--- src/rtl/dimm_bank_tracker.sv ---
// DDR4-style command bus monitor: decodes per-rank commands, tracks each
// bank's ACT/PRE life cycle and the rank refresh window, and reports every
// accepted command or rejected (illegal) command one registered cycle later.
//
// Bank state encoding on dbg_bank_state_o (2 bits per bank, index rank*NB+bank):
//   0 IDLE, 1 ACTIVATING, 2 ACTIVE, 3 PRECHARGING.
//
// Outputs are registered pulses with no back-pressure: cmd_valid means
// "the command sampled at the previous edge was legal and applied",
// violation means "it was rejected"; the two are never high together.
module dimm_bank_tracker #(
  parameter int ADDRWIDTH     = 17,
  parameter int RANKS         = 2,
  parameter int BANKGROUPS    = 4,
  parameter int BANKSPERGROUP = 4,
  parameter int tRCD          = 4,
  parameter int tRP           = 4,
  parameter int tRAS          = 10,
  parameter int tRFC          = 20,
  localparam int NB  = BANKGROUPS * BANKSPERGROUP,
  localparam int TB  = RANKS * NB,
  localparam int RW  = (RANKS > 1) ? $clog2(RANKS) : 1,
  localparam int BGW = (BANKGROUPS > 1) ? $clog2(BANKGROUPS) : 1,
  localparam int BAW = (BANKSPERGROUP > 1) ? $clog2(BANKSPERGROUP) : 1
) (
  input  logic                      clk,
  input  logic                      reset_n,
  input  logic                      cke,
  input  logic [RANKS-1:0]          cs_n,
  input  logic                      act_n,
  input  logic [ADDRWIDTH-1:0]      A,
  input  logic [BGW-1:0]            bg,
  input  logic [BAW-1:0]            ba,
  output logic                      cmd_valid,
  output logic [3:0]                cmd_code,
  output logic [RW-1:0]             cmd_rank,
  output logic [TB-1:0]             bank_open,
  output logic [TB*ADDRWIDTH-1:0]   open_row,
  output logic                      violation,
  output logic [2:0]                viol_code,
  output logic [TB*2-1:0]           dbg_bank_state_o
);

  localparam int BKW  = (NB > 1) ? $clog2(NB) : 1;
  localparam int CMAX = (tRAS > tRCD) ? ((tRAS > tRP) ? tRAS : tRP)
                                      : ((tRCD > tRP) ? tRCD : tRP);
  localparam int CW   = $clog2(CMAX + 1);
  localparam int RFW  = $clog2(tRFC + 1);

  localparam logic [CW-1:0]  TRCD_C = CW'(tRCD);
  localparam logic [CW-1:0]  TRP_C  = CW'(tRP);
  localparam logic [CW-1:0]  TRAS_C = CW'(tRAS);
  localparam logic [CW-1:0]  CMAX_C = CW'(CMAX);
  localparam logic [RFW-1:0] TRFC_C = RFW'(tRFC);

  localparam logic [3:0] C_NOP  = 4'd0;
  localparam logic [3:0] C_ACT  = 4'd1;
  localparam logic [3:0] C_RD   = 4'd2;
  localparam logic [3:0] C_WR   = 4'd3;
  localparam logic [3:0] C_PRE  = 4'd4;
  localparam logic [3:0] C_PREA = 4'd5;
  localparam logic [3:0] C_REF  = 4'd6;
  localparam logic [3:0] C_RDA  = 4'd7;
  localparam logic [3:0] C_WRA  = 4'd8;

  typedef enum logic [1:0] {
    S_IDLE        = 2'd0,
    S_ACTIVATING  = 2'd1,
    S_ACTIVE      = 2'd2,
    S_PRECHARGING = 2'd3
  } bank_state_e;

  // Per-bank state. cnt_q counts edges since the last ACT or precharge start,
  // so one saturating counter serves tRCD/tRAS and tRP.
  bank_state_e          state_q [TB];
  bank_state_e          state_d [TB];
  bank_state_e          eff     [TB];
  logic [CW-1:0]        cnt_q   [TB];
  logic [CW-1:0]        cnt_d   [TB];
  logic                 ap_q    [TB];
  logic                 ap_d    [TB];
  logic [ADDRWIDTH-1:0] row_q   [TB];
  logic [ADDRWIDTH-1:0] row_d   [TB];

  // Per-rank refresh window.
  logic                 ref_q   [RANKS];
  logic                 ref_d   [RANKS];
  logic [RFW-1:0]       rcnt_q  [RANKS];
  logic [RFW-1:0]       rcnt_d  [RANKS];
  logic                 refr_eff   [RANKS];
  logic                 tras_block [RANKS];
  logic                 rank_busy  [RANKS];

  // Decode and target lookup.
  logic [3:0]     cmd;
  int             n_low;
  logic [RW-1:0]  rank_sel;
  logic [BKW-1:0] bank_sel;
  bank_state_e    tgt_eff;
  logic           tgt_ap;
  logic           tgt_tras_unmet;
  logic           tgt_ref;
  logic           tgt_rank_tras;
  logic           tgt_busy;
  logic           acc;
  logic           vio;
  logic [2:0]     vcode;

  // Output registers.
  logic           cmd_valid_q;
  logic [3:0]     cmd_code_q;
  logic [RW-1:0]  cmd_rank_q;
  logic           violation_q;
  logic [2:0]     viol_code_q;

  // Command decode and chip-select analysis.
  always_comb begin
    cmd = C_NOP;
    if (!act_n) begin
      cmd = C_ACT;
    end else begin
      case (A[16:14])
        3'b010:  cmd = A[10] ? C_PREA : C_PRE;
        3'b101:  cmd = A[10] ? C_RDA  : C_RD;
        3'b100:  cmd = A[10] ? C_WRA  : C_WR;
        3'b001:  cmd = C_REF;
        default: cmd = C_NOP;
      endcase
    end
    n_low    = 0;
    rank_sel = '0;
    for (int r = 0; r < RANKS; r++) begin
      if (!cs_n[r]) begin
        n_low    = n_low + 1;
        rank_sel = RW'(r);
      end
    end
    bank_sel = BKW'(bg) * BKW'(BANKSPERGROUP) + BKW'(ba);
  end

  // Effective state at this edge: timers that have expired complete their
  // transition now, so a RD exactly at ACT+tRCD or an ACT exactly at PRE+tRP
  // is judged against the finished state.
  always_comb begin
    for (int i = 0; i < TB; i++) begin
      eff[i] = state_q[i];
      if (state_q[i] == S_ACTIVATING && cnt_q[i] >= TRCD_C) eff[i] = S_ACTIVE;
      if (state_q[i] == S_PRECHARGING && cnt_q[i] >= TRP_C) eff[i] = S_IDLE;
    end
  end

  // Per-rank summaries and the properties of the addressed bank.
  always_comb begin
    tgt_eff        = S_IDLE;
    tgt_ap         = 1'b0;
    tgt_tras_unmet = 1'b0;
    tgt_ref        = 1'b0;
    tgt_rank_tras  = 1'b0;
    tgt_busy       = 1'b0;
    for (int r = 0; r < RANKS; r++) begin
      refr_eff[r]   = ref_q[r] && (rcnt_q[r] < TRFC_C);
      tras_block[r] = 1'b0;
      rank_busy[r]  = 1'b0;
      for (int b = 0; b < NB; b++) begin
        if ((eff[r*NB+b] == S_ACTIVE || eff[r*NB+b] == S_ACTIVATING) &&
            cnt_q[r*NB+b] < TRAS_C)
          tras_block[r] = 1'b1;
        if (eff[r*NB+b] != S_IDLE) rank_busy[r] = 1'b1;
      end
      if (RW'(r) == rank_sel) begin
        tgt_ref       = refr_eff[r];
        tgt_rank_tras = tras_block[r];
        tgt_busy      = rank_busy[r];
        for (int b = 0; b < NB; b++) begin
          if (BKW'(b) == bank_sel) begin
            tgt_eff        = eff[r*NB+b];
            tgt_ap         = ap_q[r*NB+b];
            tgt_tras_unmet = cnt_q[r*NB+b] < TRAS_C;
          end
        end
      end
    end
  end

  // Legality check; the if/else order is the violation priority.
  always_comb begin
    acc   = 1'b0;
    vio   = 1'b0;
    vcode = 3'd0;
    if (cke && n_low > 1) begin
      vio   = 1'b1;
      vcode = 3'd7;
    end else if (cke && n_low == 1 && cmd != C_NOP) begin
      if (tgt_ref) begin
        vio = 1'b1; vcode = 3'd6;
      end else begin
        case (cmd)
          C_ACT: begin
            if (tgt_eff != S_IDLE) begin vio = 1'b1; vcode = 3'd1; end
          end
          C_RD, C_WR, C_RDA, C_WRA: begin
            if (tgt_eff == S_ACTIVATING) begin
              vio = 1'b1; vcode = 3'd3;
            end else if (tgt_eff != S_ACTIVE || tgt_ap) begin
              vio = 1'b1; vcode = 3'd2;
            end
          end
          C_PRE: begin
            if (tgt_ap) begin
              vio = 1'b1; vcode = 3'd2;
            end else if ((tgt_eff == S_ACTIVE || tgt_eff == S_ACTIVATING) &&
                         tgt_tras_unmet) begin
              vio = 1'b1; vcode = 3'd4;
            end
          end
          C_PREA: begin
            if (tgt_rank_tras) begin vio = 1'b1; vcode = 3'd4; end
          end
          C_REF: begin
            if (tgt_busy) begin vio = 1'b1; vcode = 3'd5; end
          end
          default: ;
        endcase
      end
      acc = !vio;
    end
  end

  // Next-state: timer progression and auto-precharge every edge, plus the
  // effect of an accepted command. Rejected commands change nothing.
  always_comb begin
    for (int r = 0; r < RANKS; r++) begin
      for (int b = 0; b < NB; b++) begin
        state_d[r*NB+b] = eff[r*NB+b];
        cnt_d[r*NB+b]   = (cnt_q[r*NB+b] == CMAX_C) ? cnt_q[r*NB+b]
                                                    : cnt_q[r*NB+b] + 1'b1;
        ap_d[r*NB+b]    = ap_q[r*NB+b];
        row_d[r*NB+b]   = row_q[r*NB+b];
        if (eff[r*NB+b] == S_IDLE) ap_d[r*NB+b] = 1'b0;
        // Pending auto-precharge fires once tRAS is met (never on the RDA/WRA edge itself).
        if (ap_q[r*NB+b] && eff[r*NB+b] == S_ACTIVE && cnt_q[r*NB+b] >= TRAS_C) begin
          state_d[r*NB+b] = S_PRECHARGING;
          cnt_d[r*NB+b]   = CW'(1);
        end
        if (acc && RW'(r) == rank_sel) begin
          if ((cmd == C_PREA || (cmd == C_PRE && BKW'(b) == bank_sel)) &&
              (eff[r*NB+b] == S_ACTIVE || eff[r*NB+b] == S_ACTIVATING)) begin
            state_d[r*NB+b] = S_PRECHARGING;
            cnt_d[r*NB+b]   = CW'(1);
          end
          if (BKW'(b) == bank_sel) begin
            if (cmd == C_ACT) begin
              state_d[r*NB+b] = S_ACTIVATING;
              cnt_d[r*NB+b]   = CW'(1);
              row_d[r*NB+b]   = A;
              ap_d[r*NB+b]    = 1'b0;
            end
            if (cmd == C_RDA || cmd == C_WRA) ap_d[r*NB+b] = 1'b1;
          end
        end
      end
      ref_d[r]  = refr_eff[r];
      rcnt_d[r] = (rcnt_q[r] == TRFC_C) ? rcnt_q[r] : rcnt_q[r] + 1'b1;
      if (acc && cmd == C_REF && RW'(r) == rank_sel) begin
        ref_d[r]  = 1'b1;
        rcnt_d[r] = RFW'(1);
      end
    end
  end

  // State register: banks, timers, latched rows and refresh windows.
  always_ff @(posedge clk or negedge reset_n) begin
    if (!reset_n) begin
      for (int i = 0; i < TB; i++) begin
        state_q[i] <= S_IDLE;
        cnt_q[i]   <= '0;
        ap_q[i]    <= 1'b0;
        row_q[i]   <= '0;
      end
      for (int r = 0; r < RANKS; r++) begin
        ref_q[r]  <= 1'b0;
        rcnt_q[r] <= '0;
      end
    end else begin
      for (int i = 0; i < TB; i++) begin
        state_q[i] <= state_d[i];
        cnt_q[i]   <= cnt_d[i];
        ap_q[i]    <= ap_d[i];
        row_q[i]   <= row_d[i];
      end
      for (int r = 0; r < RANKS; r++) begin
        ref_q[r]  <= ref_d[r];
        rcnt_q[r] <= rcnt_d[r];
      end
    end
  end

  // Registered command/violation report for the command sampled this edge.
  always_ff @(posedge clk or negedge reset_n) begin
    if (!reset_n) begin
      cmd_valid_q <= 1'b0;
      cmd_code_q  <= C_NOP;
      cmd_rank_q  <= '0;
      violation_q <= 1'b0;
      viol_code_q <= 3'd0;
    end else begin
      cmd_valid_q <= acc;
      cmd_code_q  <= acc ? cmd : C_NOP;
      cmd_rank_q  <= (acc || (vio && vcode != 3'd7)) ? rank_sel : '0;
      violation_q <= vio;
      viol_code_q <= vio ? vcode : 3'd0;
    end
  end

  // Output decode: open-bank map, latched rows and state debug view.
  always_comb begin
    for (int i = 0; i < TB; i++) begin
      bank_open[i]                          = (state_q[i] == S_ACTIVE);
      open_row[i*ADDRWIDTH +: ADDRWIDTH]    = row_q[i];
      dbg_bank_state_o[i*2 +: 2]            = state_q[i];
    end
    cmd_valid = cmd_valid_q;
    cmd_code  = cmd_code_q;
    cmd_rank  = cmd_rank_q;
    violation = violation_q;
    viol_code = viol_code_q;
  end

endmodule

--- config.mk ---
export PLATFORM = sky130hd
export DESIGN_NAME = dimm_bank_tracker
export DESIGN_NICKNAME = d
export VERILOG_FILES = /design/src/rtl/dimm_bank_tracker.sv
export SDC_FILE = /design/constraint.sdc
export NUM_CORES = 1
export LEC_CHECK = 0
export CAP_MARGIN = 25
export CORE_MARGIN = 4
export CORE_UTILIZATION = 49
export CTS_BUF_LIST = sky130_fd_sc_hd__clkbuf_4
export CTS_CLUSTER_SIZE = 24
export DETAILED_ROUTE_END_ITERATION = 16
export MAX_ROUTING_LAYER = met4
export PLACE_DENSITY = 0.87
export SLEW_MARGIN = 30
export SYNTH_ARGS = -nofsm -noshare
export SYNTH_HDL_FRONTEND = slang
export SYNTH_SLANG_ARGS = --single-unit
--- constraint.sdc ---
create_clock -name clk -period 3.9 [get_ports clk]
set_clock_uncertainty 0.05 [all_clocks]
set_input_delay 0.585 -clock clk [delete_from_list [all_inputs] [get_ports clk]]
set_output_delay 0.585 -clock clk [all_outputs]
set_load 0.02 [all_outputs]
# Word level (Yosys, flattened, before mapping)
# Cells that the tools add are included.
# Widths: inputs -> output; s select.
[word_totals]
wordCells = 1661
reg_bits = 790
output_inout_bits = 650
input_bits = 27
[classes]
muxes = 788
eq_ne = 228
reduce_logical = 373
n_addsub = 36
n_lt_le_gt_ge = 99
[ops]
columns = ["operator", "n"]
rows = [
  ["$mux 4", 195],
  ["$mux 2", 260],
  ["$mux 1", 316],
  ["$logic_and 1x1->1", 220],
  ["$eq 2x2->1 const B", 97],
  ["$eq 4x4->1 const B", 33],
  ["$eq 2x1->1 const B", 65],
  ["$add 4x1->4 const B", 32],
  ["$ge 4x3->1 const B", 32],
  ["$ge 4x4->1 const B", 32],
  ["$lt 4x4->1 const B", 32],
  ["$reduce_and 3->1", 32],
  ["$reduce_bool 2->1", 33],
  ["$logic_not 2->1", 32],
  ["$logic_or 1x1->1", 52],
  ["$add 32x2->32 const B", 1],
  ["$eq 32x2->1 const B", 1],
  ["$eq 4x4->1 const A", 8],
  ["$gt 32x2->1 const B", 1],
  ["$mux 32", 1],
  ["$mux 3", 9],
  ["$mux 5", 4],
  ["$eq 3x4->1 const A", 4],
  ["$eq 4x3->1 const B", 4],
  ["21 further kinds", 28],
]

# Longest topological paths before layout
[logic_depth]
depth_word = 53
ltp_mapped = 20
ltp_nobuf = 18

# Worst setup path after synthesis
# No wires, ideal clock.
[synth_timing]
path_type = "input to register"
start = "input ba[0]"
end = "register row_q (netlist bit open_row[405])"
arrival_time_ps = 4180
path_buffers = 6
path_stages = 17
setup_time_ps = 128
t_required_ps = 3722
setup_slack_ps = -457
path_cell_list = "buf_2 > clkbuf_1 > clkbuf_1 > buf_1 > nand3b_1 > o21ai_0 > a21oi_1 > a2111oi_0 > a211o_1 > ha_1 > nor2_1 > a211oi_2 > o21ai_1 > buf_6 > nor4_4 > buf_6 > mux2_1"
[synth_via]
elab_chain_cells = 50
word_cells_on_any_way = 140
cone_classes = "add/sub (1); eq/ne (18); mux (113); reduce/logical (8)"
[synth_rtl]
columns = ["element", "line", "rtl"]
rows = [
  ["start, declared", "33", "input logic [BAW-1:0] ba,"],
  ["$add 4x2->4 (*)", "138", "bank_sel = BKW'(bg) * BKW'(BANKSPERGROUP) + BKW'(ba);"],
  ["$logic_not 4->1", "175", "if (BKW'(b) == bank_sel) begin"],
  ["$mux 2 (16 in series)", "175", ""],
  ["$mux 2", "170", "if (RW'(r) == rank_sel) begin"],
  ["$mux 2 (16 in series)", "175", ""],
  ["$mux 2", "170", ""],
  ["$eq 2x2->1 / $eq 2x1->1 (equally long branches)", "211, 202", ""],
  ["$logic_or 1x1->1", "211", "end else if ((tgt_eff == S_ACTIVE || tgt_eff == S_ACTIVATING) &&"],
  ["(+4 left out)", "--", ""],
  ["$mux 1", "194", "if (tgt_ref) begin"],
  ["$mux 1", "193", "end else if (cke && n_low == 1 && cmd != C_NOP) begin"],
  ["$mux 1", "190", "if (cke && n_low > 1) begin"],
  ["$logic_not 1->1", "225", "acc = !vio;"],
  ["$mux 1", "193", ""],
  ["$mux 1", "190", ""],
  ["$logic_and 1x1->1", "245", "if (acc && RW'(r) == rank_sel) begin"],
  ["$reduce_and 3->1 (no line) (*)", "--", ""],
  ["end signal, assigned by index", "289", "row_q[i] <= row_d[i];"],
  ["end, declared", "82", "logic [ADDRWIDTH-1:0] row_q [TB];"],
]
# Mark *: on every way between the ends. The rest lies on a longest branch, timed or not. The select of a mux whose other input is x is not followed.
# A chain may end at the register's enable or synchronous reset.

# Worst setup path after layout
[layout_timing]
start = "register state_q (netlist bit dbg_bank_state_o[15])"
end = "register row_q (netlist bit open_row[278])"
[layout_via]
elab_chain_cells = 45
word_cells_on_any_way = 81
cone_classes = "eq/ne (7); mux (62); reduce/logical (12)"
[layout_rtl]
columns = ["element", "line", "rtl"]
rows = [
  ["start, declared", "75", "bank_state_e state_q [TB];"],
  ["start signal, assigned by index", "286", "state_q[i] <= state_d[i];"],
  ["$eq 2x1->1", "147", "if (state_q[i] == S_ACTIVATING && cnt_q[i] >= TRCD_C) eff[i] = S_ACTIVE;"],
  ["$logic_and 1x1->1", "147", ""],
  ["$mux 2", "147", ""],
  ["$mux 2 (*)", "148", "if (state_q[i] == S_PRECHARGING && cnt_q[i] >= TRP_C) eff[i] = S_IDLE;"],
  ["$mux 2 (9 in series)", "175", ""],
  ["$mux 2", "170", ""],
  ["$mux 2 (16 in series)", "175", ""],
  ["$mux 2", "170", ""],
  ["(+6 left out)", "--", ""],
  ["$mux 1 (*)", "194", ""],
  ["$mux 1 (*)", "193", ""],
  ["$mux 1 (*)", "190", ""],
  ["$logic_not 1->1 (*)", "225", ""],
  ["$mux 1 (*)", "193", ""],
  ["$mux 1 (*)", "190", ""],
  ["$logic_and 1x1->1 (*)", "245", ""],
  ["$reduce_and 3->1 (no line) (*)", "--", ""],
]
# Marks and branches as above.

==> flow_summary.ini <==
[worst_setup_path]
crit_path_start_kind = flip-flop
worst-endpoint-arrival_ns = 5.09
critical_path.max_fanout = 9
timing.setup.critical_path_class = flip-flop to flip-flop
worst_setup_path_end_kind = flip-flop
crit_required_ns = 4.77

[global_routing]
grt_max_degree = 122
grt_pass1_wl_mm = 230
grtUsageTotal_pct = 39.4
grt_pass1_vias = 35262
grt_antenna_before_repair = 6
grt-ovfl-total = 0

[power]
pwr_density_cell_mw_per_mm2 = 543
share_of_power_burned_in_registers_pct = 36.6
clkPwrFrac_pct = 25.2
worst_ir_drop_vdd_v = 0.000400
net_switching_component_of_the_power_mw = 11.9
total_power_mw = 30.0
power_switching_share_pct = 39.8
static-leakage-power_nw = 25.4
combPwrFrac_pct = 38.1
internal-power_mw = 18.0

[placed_design]
place_inst = 5103
placed_cell_area_mm2 = 0.0484
globalplace.congestion = 1.07
portBuffers = 676
dp_hpwl_mm = 107

[logic_synthesis]
synth-seq-area-share_pct = 53.0
syn-instance-count = 3189
leading_post_synthesis_cells_by_cell_area = sky130_fd_sc_hd__dfrtp_1 53%, sky130_fd_sc_hd__mux2_2 15%, sky130_fd_sc_hd__ha_1 5.3%
synth-seq-cells = 790
syn-cell-area_mm2 = 0.0373
ys_dominant_reg_cell = sky130_fd_sc_hd__dfrtp_1
synthesis.nets = 3375
netlist.top_cell.by_area = sky130_fd_sc_hd__dfrtp_1
ys_async_sr_fraction_pct = 100
synth_enable_flop_cells = 0
yosys_warnings = 0
yosysTopAreaCellShare_pct = 53.0
postSynthAreaPerCell_um2 = 11.7
netlist-cell-type-count = 83

[route]
firstDrtPassIters = 8
dr.first_iter.drc_count = 3619
totalWireLength_mm = 177
num_vias = 35336
ant_nets = 0
route.detailed.drc = 0
avgViaCountPerCell = 6.32
wl_per_cell_um = 31.6

[final_layout]
fin_util_pct = 73.5
layout_commonest_cell = sky130_fd_sc_hd__dfrtp_1
layout-area-overhead-vs-synth_pct = 47.9
final_layout_size_suffix_gt1_share_pct = 34.1
regArea_mm2 = 0.0198
multiInputGateArea_mm2 = 0.0181
post-route-cell-area_mm2 = 0.0551
final-instance-count-excl-fill = 5589
final_net_count = 4654
layout_common_cells = 786 x sky130_fd_sc_hd__dfrtp_1, 665 x sky130_fd_sc_hd__clkdlybuf4s50_1, 385 x sky130_fd_sc_hd__buf_4, 291 x sky130_fd_sc_hd__clkbuf_4, 262 x sky130_fd_sc_hd__mux2_4
fillers = 4444

[timing]
hold_violations = 0
max-slew-margin-rel_pct = 27.5
setup_ws_ns = -0.312
setup-violations-final = 773
final_period_minus_worst_setup_slack_ns = 4.21
hold_ws_ns = 0.0896
drv_slew = 0
rsz0062_at_grt = yes
layout_worst_path_cycle_share_pct = 108
worst-slew-pin-transition_ns = 1.08
max_clock_freq_mhz = 237

[cts]
clkSinkCount = 790
cts_htree_levels = 4
ctsLongestPathBuffers = 3
clk_pin_slew_ns = 0.07
cts-root-buf = sky130_fd_sc_hd__clkbuf_4
cts_made_buffers = 203
tritoncts = yes
clock_latency_ns = 1.09

[worst_hold_path]
worstHoldPathType = input pin to asynchronous set/reset pin

[die]
placeableCoreArea_mm2 = 0.0749
num_io_pins = 677
die_area_mm2 = 0.0805
die_extent_in_y_um = 284
floorplan.initialDensity_pct = 49.7
placement_rows = 100
die_width_um = 284

[flow_run]
max_cap_viol_count = 0

[outcome]
run_status = complete, but fails checks
violations = setup timing
[timing repair]
item | 4_1_cts | 5_1_grt
setup endpoints to repair | 788 | 786
pin swaps | 43 | 56
endpoints found under the hold margin | 109 | 0
cloned | 14 | 34
hold buffers | 7 | 0
gates resized for setup | 211 | 351
setup buffers | 31 | 53
[worst paths after layout]
check / from / end / slack (ns) / cells past startpoint
min in group clk: A[6] / open_row[40] / 0.20 / 2
max in group asynchronous: reset_n / open_row[522] / 2.44 / 3
setup reg to reg: dbg_bank_state_o[15] / open_row[278] / -0.31 / 19
hold / removal: reset_n / cnt_q[38] / 0.09 / 2
hold reg to reg: ref_q[1] / ref_q[1] / 0.42 / 2
setup / recovery: dbg_bank_state_o[15] / open_row[278] / -0.31 / 19
[layout make-up]
type,instances,share of cell area (%)
antenna,5,0.0227
clock buffer,291,3.96
clock inverter,61,0.724
inverter,139,0.949
multi-input combinational,2098,32.9
sequential,790,35.9
tap,969,2.20
timing repair buffer,1236,23.3
[cells by family after synthesis]
group,Yosys count,share of synthesized area (%)
flops,790,53.0
xor+xnor,65,1.53
mux,557,16.9
fa+ha+maj,159,5.34
compound gates,553,9.38
buf+inv,301,3.49
simple gates,764,10.3
[power by group through the flow]
stage               Sequential (mW)  Combinational (mW)  Clock [mW]
floorplan                      11.4                4.54           0
global placement               10.8                9.96           0
detailed placement             10.9                10.2           0
CTS                            10.8                10.7        7.41
global route                   11.1                12.0        8.00
finish                         11.0                11.4        7.56
[stage by stage]
stage                     setup WS [ns]  setup TNS [ns]
after CTS                        -0.232          -67.31
after global routing             -0.342         -166.79
final                            -0.312         -127.45
after detailed placement         -0.805         -509.08
after floorplan                 -0.0266          -0.242
after global placement           -0.730         -447.35
[cells in the mapped netlist, types with 13 or more instances]
cell                       number
sky130_fd_sc_hd__xnor2_1       30
sky130_fd_sc_hd__inv_1        137
sky130_fd_sc_hd__and2_1        15
sky130_fd_sc_hd__nor2_1       225
sky130_fd_sc_hd__buf_4         16
sky130_fd_sc_hd__nand2b_1      70
sky130_fd_sc_hd__nor3_1        13
sky130_fd_sc_hd__nand2_1      216
sky130_fd_sc_hd__o21a_1        31
sky130_fd_sc_hd__xor2_1        35
sky130_fd_sc_hd__ha_1         159
sky130_fd_sc_hd__nor2b_1       24
sky130_fd_sc_hd__clkbuf_1      92
sky130_fd_sc_hd__o22ai_1       82
sky130_fd_sc_hd__o211ai_1      29
sky130_fd_sc_hd__a21oi_1       63
sky130_fd_sc_hd__a21boi_0      16
sky130_fd_sc_hd__and3_1        18
sky130_fd_sc_hd__nand4_1       22
sky130_fd_sc_hd__or2_2         17
sky130_fd_sc_hd__mux2_1        56
sky130_fd_sc_hd__nand3_1       63
sky130_fd_sc_hd__nand3b_1      22
sky130_fd_sc_hd__buf_2         38
sky130_fd_sc_hd__o21ai_0      191
sky130_fd_sc_hd__o311ai_0      19
sky130_fd_sc_hd__o21ai_1       15
sky130_fd_sc_hd__dfrtp_1      790
sky130_fd_sc_hd__mux2_2       495
[state kept, by name (all words and copies together) (netlist names)]
register / count
ap_q: 32
cmd_valid: 1
open_row: 544
violation: 1
cmd_code: 4
dbg_bank_state_o: 64
rcnt_q: 10
ref_q: 2
cmd_rank: 1
viol_code: 3
cnt_q: 128
[per-layer routing]
metal	track usage [%]	vias up	part of all wire, %
met2	62.7	2772	46
met5	-	-	0
met1	43.5	17672	34
met4	24.2	0	8.4
met3	12.3	978	12
li1	-	13914	-
[critical path: stages, from the launching register on]
cell and delay, ns:
sky130_fd_sc_hd__dfrtp_1 0.43, sky130_fd_sc_hd__inv_1 0.10, sky130_fd_sc_hd__ha_1 0.18, sky130_fd_sc_hd__o22ai_1 0.12, sky130_fd_sc_hd__nand2_1 0.23, sky130_fd_sc_hd__o22ai_1 0.18
sky130_fd_sc_hd__nor4_4 0.25, sky130_fd_sc_hd__a22oi_2 0.13, sky130_fd_sc_hd__o32a_1 0.19, sky130_fd_sc_hd__nor3_2 0.23, sky130_fd_sc_hd__a211o_1 0.19, sky130_fd_sc_hd__ha_4 0.16
sky130_fd_sc_hd__nor2_4 0.04, sky130_fd_sc_hd__a211oi_4 0.26, sky130_fd_sc_hd__o21ai_4 0.16, sky130_fd_sc_hd__buf_12 0.18, sky130_fd_sc_hd__nor4_4 0.21, sky130_fd_sc_hd__buf_6 0.19
sky130_fd_sc_hd__clkbuf_16 0.21, sky130_fd_sc_hd__mux2_4 0.33
(Power assumes the default switching activity.)
